===== src/rtl/instr_fetch_unit.sv =====
// Instruction fetch: issues sequential reads to a 1-cycle sync imem and registers word+PC into the IF/ID stage.
// Latency: request in cycle k, data in k+1, id_valid in k+2; redirect target appears 3 cycles after redirect.
// Backpressure: stall holds id_*; a response arriving under stall parks in a 1-entry skid, issue pauses until it drains.
// Optional build macro IFU_PERF_CNT_EN adds fetch_cnt / bubble_cnt accepted/bubble counters.
module instr_fetch_unit #(
  parameter logic [31:0] RESET_PC = 32'h0000_3000,
  parameter logic [31:0] PC_STEP  = 32'd4
) (
  input  logic        clk,
  input  logic        rst,
  output logic        imem_en,
  output logic [31:0] imem_addr,
  input  logic [31:0] imem_rdata,
  input  logic        stall,
  input  logic        redirect,
  input  logic [31:0] redirect_pc,
  output logic        id_valid,
  output logic [31:0] id_instr,
  output logic [31:0] id_pc,
  output logic [31:0] id_pc4
`ifdef IFU_PERF_CNT_EN
  ,
  output logic [31:0] fetch_cnt,
  output logic [31:0] bubble_cnt
`endif
);

  // One fetched instruction with the address it came from.
  typedef struct packed {
    logic [31:0] instr;
    logic [31:0] pc;
  } fetch_entry_t;

  logic [31:0]  pc_q;          // next address to request
  logic [31:0]  req_pc_q;      // address of the request whose data arrives this cycle
  logic         inflight_q;    // a response is on imem_rdata this cycle
  logic         skid_vld_q;
  fetch_entry_t skid_q;

  fetch_entry_t rsp;
  fetch_entry_t id_src;
  logic         load_id;
  logic         issue;
  logic [31:0]  redirect_tgt;

  // Targets are word aligned; the low two bits of the request are dropped.
  assign redirect_tgt = redirect_pc & 32'hFFFF_FFFC;

  // Live response pairs the memory word with the PC captured at issue time.
  assign rsp = {imem_rdata, req_pc_q};

  // No issue when the skid is occupied or when a stalled response is about to
  // take the skid; together these guarantee at most one parked instruction.
  assign issue     = !rst && !redirect && !skid_vld_q && !(stall && inflight_q);
  assign imem_en   = issue;
  assign imem_addr = pc_q;

  // Pick what the IF/ID register takes when decode accepts: parked entry first, then live data.
  always_comb begin
    id_src  = rsp;
    load_id = 1'b0;
    if (skid_vld_q) begin
      id_src  = skid_q;
      load_id = 1'b1;
    end else if (inflight_q) begin
      id_src  = rsp;
      load_id = 1'b1;
    end
  end

  // PC sequencing and in-flight tracking; a redirect drops any outstanding response.
  always_ff @(posedge clk) begin
    if (rst) begin
      pc_q       <= RESET_PC;
      req_pc_q   <= '0;
      inflight_q <= 1'b0;
    end else if (redirect) begin
      pc_q       <= redirect_tgt;
      inflight_q <= 1'b0;
    end else begin
      inflight_q <= issue;
      if (issue) begin
        pc_q     <= pc_q + PC_STEP;
        req_pc_q <= pc_q;
      end
    end
  end

  // Skid entry: filled by a response arriving under stall, emptied when decode accepts it.
  always_ff @(posedge clk) begin
    if (rst) begin
      skid_vld_q <= 1'b0;
      skid_q     <= '0;
    end else if (redirect) begin
      skid_vld_q <= 1'b0;
    end else if (stall) begin
      if (inflight_q && !skid_vld_q) begin
        skid_vld_q <= 1'b1;
        skid_q     <= rsp;
      end
    end else begin
      skid_vld_q <= 1'b0;
    end
  end

  // IF/ID register: holds under stall, bubbles (data held) when nothing is available.
  always_ff @(posedge clk) begin
    if (rst) begin
      id_valid <= 1'b0;
      id_instr <= '0;
      id_pc    <= '0;
      id_pc4   <= '0;
    end else if (redirect) begin
      id_valid <= 1'b0;
    end else if (!stall) begin
      id_valid <= load_id;
      if (load_id) begin
        id_instr <= id_src.instr;
        id_pc    <= id_src.pc;
        id_pc4   <= id_src.pc + 32'd4;
      end
    end
  end

`ifdef IFU_PERF_CNT_EN
  // Accepted-instruction and bubble counters, sampled where decode is ready.
  always_ff @(posedge clk) begin
    if (rst) begin
      fetch_cnt  <= '0;
      bubble_cnt <= '0;
    end else if (!stall) begin
      if (id_valid) begin
        fetch_cnt  <= fetch_cnt + 32'd1;
      end else begin
        bubble_cnt <= bubble_cnt + 32'd1;
      end
    end
  end
`endif

endmodule


===== config.mk =====
export PLATFORM = sky130hd
export DESIGN_NAME = instr_fetch_unit
export DESIGN_NICKNAME = d
export VERILOG_FILES = /design/src/rtl/instr_fetch_unit.sv
export SDC_FILE = /design/constraint.sdc
export NUM_CORES = 1
export LEC_CHECK = 0
export BUFFER_PORTS_ARGS = -buffer_cell sky130_fd_sc_hd__buf_2
export CORE_MARGIN = 10
export CORE_UTILIZATION = 40
export DETAILED_ROUTE_END_ITERATION = 12
export PLACE_DENSITY = 0.68
export SLEW_MARGIN = 20
export SYNTH_ARGS = -nofsm -noshare
export SYNTH_HDL_FRONTEND = slang
export SYNTH_SLANG_ARGS = --single-unit

===== constraint.sdc =====
create_clock -name clk -period 3.4 [get_ports clk]
set_clock_uncertainty 0.2 [all_clocks]
set_input_delay 0.17 -clock clk [delete_from_list [all_inputs] [get_ports clk]]
set_output_delay 0.17 -clock clk [all_outputs]
set_load 0.02 [all_outputs]

* Word level (Yosys, flattened, before mapping)
Index checks and enable logic that the tools add are counted.
Cells by class: reduce and logical (&&, ||, !) cells 15, bitwise gates (word level) 2, $lt $le $gt $ge 0, muxes and demuxes 5, shifts and indexed selects 0, divide/modulo/power cells 0, $add $sub $neg 2, equality and inequality tests 0, multiply operators 0
Operators by type and width (number):
- $add A32 B3 Y32 const B | 2
- $mux W32 | 2
- $mux W64 | 1
- $reduce_and A3 Y1 | 2
- $logic_and A1 B1 Y1 | 5
- $logic_not A1 Y1 | 4
- $reduce_or A3 Y1 | 1
- $mux W1 | 2
- $not A1 Y1 | 2
- $reduce_and A2 Y1 | 1
- $reduce_bool A2 Y1 | 1
- $reduce_or A2 Y1 | 1
Word-level totals: bits in latches 0, memories 0, bits in registers 227, memory bits (read-only) 0, memory bits (writable) 0

* Logic depth before layout (Yosys ltp)
depth in word-level cells 6, gate-level depth with buffers 12

* Least setup slack after synthesis
OpenSTA, ideal clock, no wires.
path kind register to register, from reg skid_vld_q, to reg id_pc4[28], setup time 62 ps, data required time 3138 ps, setup slack 467 ps, stages on the path, launching flop included 13, arrival 2671 ps, cell sequence dfxtp_1 -> buf_6 -> buf_6 -> buf_4 -> buf_2 -> buf_2 -> mux2_2 -> ha_1 -> inv_1 -> a221oi_4 -> nand4_2 -> or4_1 -> nand3_1
RTL lines:
- start, declared | RTL line 37 | logic skid_vld_q;
- start signal, assigned | RTL line 92 | skid_vld_q <= 1'b0;
- start signal, assigned | RTL line 95 | skid_vld_q <= 1'b0;
- start signal, assigned | RTL line 98 | skid_vld_q <= 1'b1;
- end signal, assigned | RTL line 120 | id_pc4 <= id_src.pc + 32'd4;
- end, declared | RTL line 20 | output logic [31:0] id_pc4

* Worst setup path after layout
from reg skid_vld_q, to reg pc_q[7] (netlist: imem_addr[7])
On the way: cells in the longest elaborated chain, start to end 4
Ends and longest elaborated chain:
- $logic_not A1 Y1 | RTL line 54 | assign issue = !rst && !redirect && !skid_vld_q && !(stall && inflight_q);
- $logic_and A1 B1 Y1 (2 in series) | RTL line 54
- $reduce_bool A2 Y1 (no line)
- end signal, assigned | RTL line 78 | pc_q <= redirect_tgt;
- end signal, assigned | RTL line 83 | pc_q <= pc_q + PC_STEP;
- end, declared | RTL line 34 | logic [31:0] pc_q;
Every way passes these cells. A chain may end at the register's enable or synchronous reset.

==> impl_metrics.csv <==
group,metric,value,unit
timing,finalCritPeriodShare,0.915,
clocking,cts_tree,"yes",
synth,synthesized_instance_count,1178,
placement,hpwlAfterDp,19.1,mm
synth,synth.top_cells.by_area,"sky130_fd_sc_hd__dfxtp_1, sky130_fd_sc_hd__nand2_1, sky130_fd_sc_hd__mux2i_1",
synth,synth-warning-count,0,
worst_setup_path,startpoint_type,"flop",
clocking,clock_path_buffers,3,
floorplanning,die_area,30800,um^2
drt,via_count,9314,
drt,antenna_violating_nets_post_route,0,
grt,grt-ovfl-total,0,
worst_setup_path,cp_num_buf_inv,3,
power,portion_of_total_power_attributed_to_the_clock_network,0.430,
drt,postRouteWirelength,28.9,mm
grt,grt_start_max_net_pins,180,
clocking,clock_latency,0.52,ns
clocking,clk_root_buffer_cell,"sky130_fd_sc_hd__clkbuf_16",
power,internal_power,0.00431,W
synth,synth_edf_count,0,
timing,fmaxAchievable,0.321,GHz
synth,post_synth_mux_area_share,0.0734,
worst_setup_path,worstPathMaxFanout,32,
cells_and_area,finish.net_count,1487,
grt,antenna_violations_before_repair,1,
cells_and_area,final_layout_size_suffix_gt1_frac,0.188,
grt,wire_length_of_the_first_global_routing_pass,46.4,mm
floorplanning,floorplan.initialDensity,0.410,
grt,first_global_vias,8640,
power,power.net_switching,0.00147,W
clocking,cts.hold.buffers_added,91,
grt,grt_use_total,0.178,
synth,synth_compound_gate_area_share,0.171,
timing,final.setup.worst_slack,0.289,ns
worst_setup_path,worst_endpoint_required_time,3.66,ns
synth,largest_family_of_logic_cells_by_synthesized_area,"simple AND/OR/NAND/NOR gates",
power,netSwitchingFraction,0.255,
synth,synth_flop_cell,"sky130_fd_sc_hd__dfxtp_1",
clocking,clkSlewWorstSetupHoldPaths,0.06,ns
synth,yosysTopAreaCell,"sky130_fd_sc_hd__dfxtp_1",
worst_setup_path,crit_family,"buffers and inverters",
drt,detail_route.wl_per_cell,16.4,um
synth,mappedNetlistArea,9670,um^2
synth,netlist.area_leader.share,0.449,
timing,final.setup.tns,0,ns
drt,drc_errors,0,
outcome,run_status,"complete, no violations",
timing,drv_slew,0,
timing,finalWorstPathRequiredPeriod,3.11,ns
flow_run,cap_viol_max_count,0,
floorplanning,rows,56,
drt,drt-initial-drc-count,800,
synth,simple_gate_portion_of_the_synthesized_area,0.242,
power,vdd.ir_drop.worst,0.000299,V
timing,setup_viol,0,
floorplanning,die_x_extent,175,um
clocking,clock-sinks,217,
synth,seq_area_frac_synth,0.449,
power,sequential_power_share,0.467,
clocking,cts_repair_resize_count,0,
synth,ys_types,66,
power,combinationalPowerShare,0.103,
timing,timing.final.hold_violations,0,
synth,synth_async_sr_flop_share,0,
synth,post_synth_xor_area_fraction,0.0145,
worst_setup_path,worstSetupEndpointType,"flop",
worst_setup_path,path_cells,"a21oi_2 -> buf_4 -> nand2_1 -> nor4_1 -> a21oi_1 -> dlygate4sd3_1 -> a21oi_1 -> dlygate4sd3_1",
synth,yosys_register_bits,217,
worst_hold_path,min-delay-path-class,"input pin to flop",
synth,synth_area_per_cell,8.21,um^2
floorplanning,io-pin-count,198,
worst_setup_path,slowest_stage,"sky130_fd_sc_hd__dlygate4sd3_1",
placement,place.gp.congestion,0.832,
power,power.density,462,nW/um^2
worst_setup_path,criticalPathCategory,"flop to flop",
synth,yosys.area_share.adder,0.00259,
worst_setup_path,cpPeakStageDelay,0.59,ns
clocking,postCtsSetupBuffers,0,
timing,rsz0062_at_grt,"no",
timing,timing.max_slew.rel_slack,0.416,
power,p_leak,4.78,nW
timing,worst-slew-pin-transition,0.876,ns
clocking,cts.htree.levels,1,
drt,post_drt_via_cell_ratio,5.30,
placement,numPortBuffers,189,
drt,dr.pass1.iters,5,
floorplanning,die_h,175,um
placement,preCtsSetupSlack,0.559,ns
cells_and_area,layout-area-overhead-vs-synth,29.5,%
floorplanning,floorplan.core_area,23600,um^2
clocking,cts_buffers,25,
worst_setup_path,worst-endpoint-arrival,3.37,ns
## stage by stage
stage | utilization | hold slack (ns) | area [um^2] | instances | power [W]
floorplan | - | 0.106 | 9690 | 1183 | 0.00307
global placement | 0.459 | 0.197 | 10800 | 1618 | 0.00325
detailed placement | 0.459 | 0.205 | 10800 | 1618 | 0.00326
CTS | 0.530 | 0.203 | 12500 | 1755 | 0.00583
global route | 0.530 | 0.245 | 12500 | 1756 | 0.00601
finish | 0.530 | 0.246 | 12500 | 1756 | 0.00579
## registers in the layout (all words and copies together), names as in the netlist
signal / cells
imem_addr: 30
id_pc4: 30
skid_q: 62
id_pc: 30
id_instr: 32
id_valid: 1
skid_vld_q: 1
req_pc_q: 30
inflight_q: 1
## power groups by stage
stage | combinational [W] | sequential [W] | clock, W
CTS | 0.000589 | 0.00270 | 0.00254
global route | 0.000651 | 0.00272 | 0.00265
finish | 0.000594 | 0.00270 | 0.00249
floorplan | 0.000270 | 0.00280 | 0
global placement | 0.000497 | 0.00276 | 0
detailed placement | 0.000503 | 0.00276 | 0
## cells in the mapped netlist, drive strengths merged, types with 3 or more instances
library cell  number
nor4b              5
or4                9
o21a               4
a311oi             5
and2               4
dfxtp            217
nand3b             8
mux2i             63
nor4               6
or3               16
xor2               5
and3               9
nand3             38
buf               33
a31oi              8
nand4b             6
nand4             25
nor2              90
a21o               3
a311o              5
mux2               7
a22oi              7
o211ai             4
inv                6
a21oi            123
xnor2             11
nor3              24
a211oi            52
nand2            261
o21ai             29
a32oi              3
clkbuf            62
## layout make-up
cell class / count / area [um^2]
Fill cell: 2186 / 11100
Multi-Input combinational cell: 864 / 4910
Sequential cell: 217 / 4350
Timing Repair Buffer: 302 / 2080
Clock buffer: 39 / 718
Tap cell: 319 / 399
Clock inverter: 7 / 41.3
Inverter: 7 / 26.3
Antenna cell: 1 / 2.50
## worst reg2reg max path, stage by stage (launching register included)
cell	delay, ns
sky130_fd_sc_hd__dfxtp_4	0.46
sky130_fd_sc_hd__a21oi_2	0.40
sky130_fd_sc_hd__buf_4	0.26
sky130_fd_sc_hd__nand2_1	0.16
sky130_fd_sc_hd__nor4_1	0.22
sky130_fd_sc_hd__a21oi_1	0.08
sky130_fd_sc_hd__dlygate4sd3_1	0.59
sky130_fd_sc_hd__a21oi_1	0.15
sky130_fd_sc_hd__dlygate4sd3_1	0.55
## cells in the final DEF (no fill, tap or decap), drive strengths merged, types with 38 or more instances in the layout
cell type and instances:
mux2i 63, dlygate4sd3 91, a211oi 52, nand3 38
a21oi 123, nor2 90, clkbuf 39, dfxtp 217
buf 211, nand2 261
## worst paths after layout
path	cells past startpoint	startpoint	to	slack (ns)
worst max register to register	8	skid_vld_q$_SDFFE_PP0P_	imem_addr[7]$_SDFFE_PP0P_	0.29
worst max-delay path	8	skid_vld_q$_SDFFE_PP0P_	imem_addr[7]$_SDFFE_PP0P_	0.29
worst min register to register	2	id_pc4[6]$_SDFFE_PP0P_	id_pc4[6]$_SDFFE_PP0P_	0.25
worst min-delay path	4	imem_rdata[29]	skid_q[61]$_SDFFE_PP0P_	0.25
## kinds of logic after synthesis
logic type / after synthesis
AO/OA/AOI/OAI: 263
XOR/XNOR: 16
adder cells (fa/ha/maj): 2
buffers and inverters: 102
flip-flops: 217
multiplexers: 70
other: 1
AND/OR/NAND/NOR: 507
## layer usage
metal | vias to the layer above | share of wire | track usage
met3 | 30 | 0.078 | 0.0461
met1 | 4292 | 0.48 | 0.250
met2 | 337 | 0.43 | 0.269
met5 | - | 0 | 0
met4 | 0 | 0.013 | 0.0357
li1 | 4655 | - | -
Power figures use the tool's default switching activity.
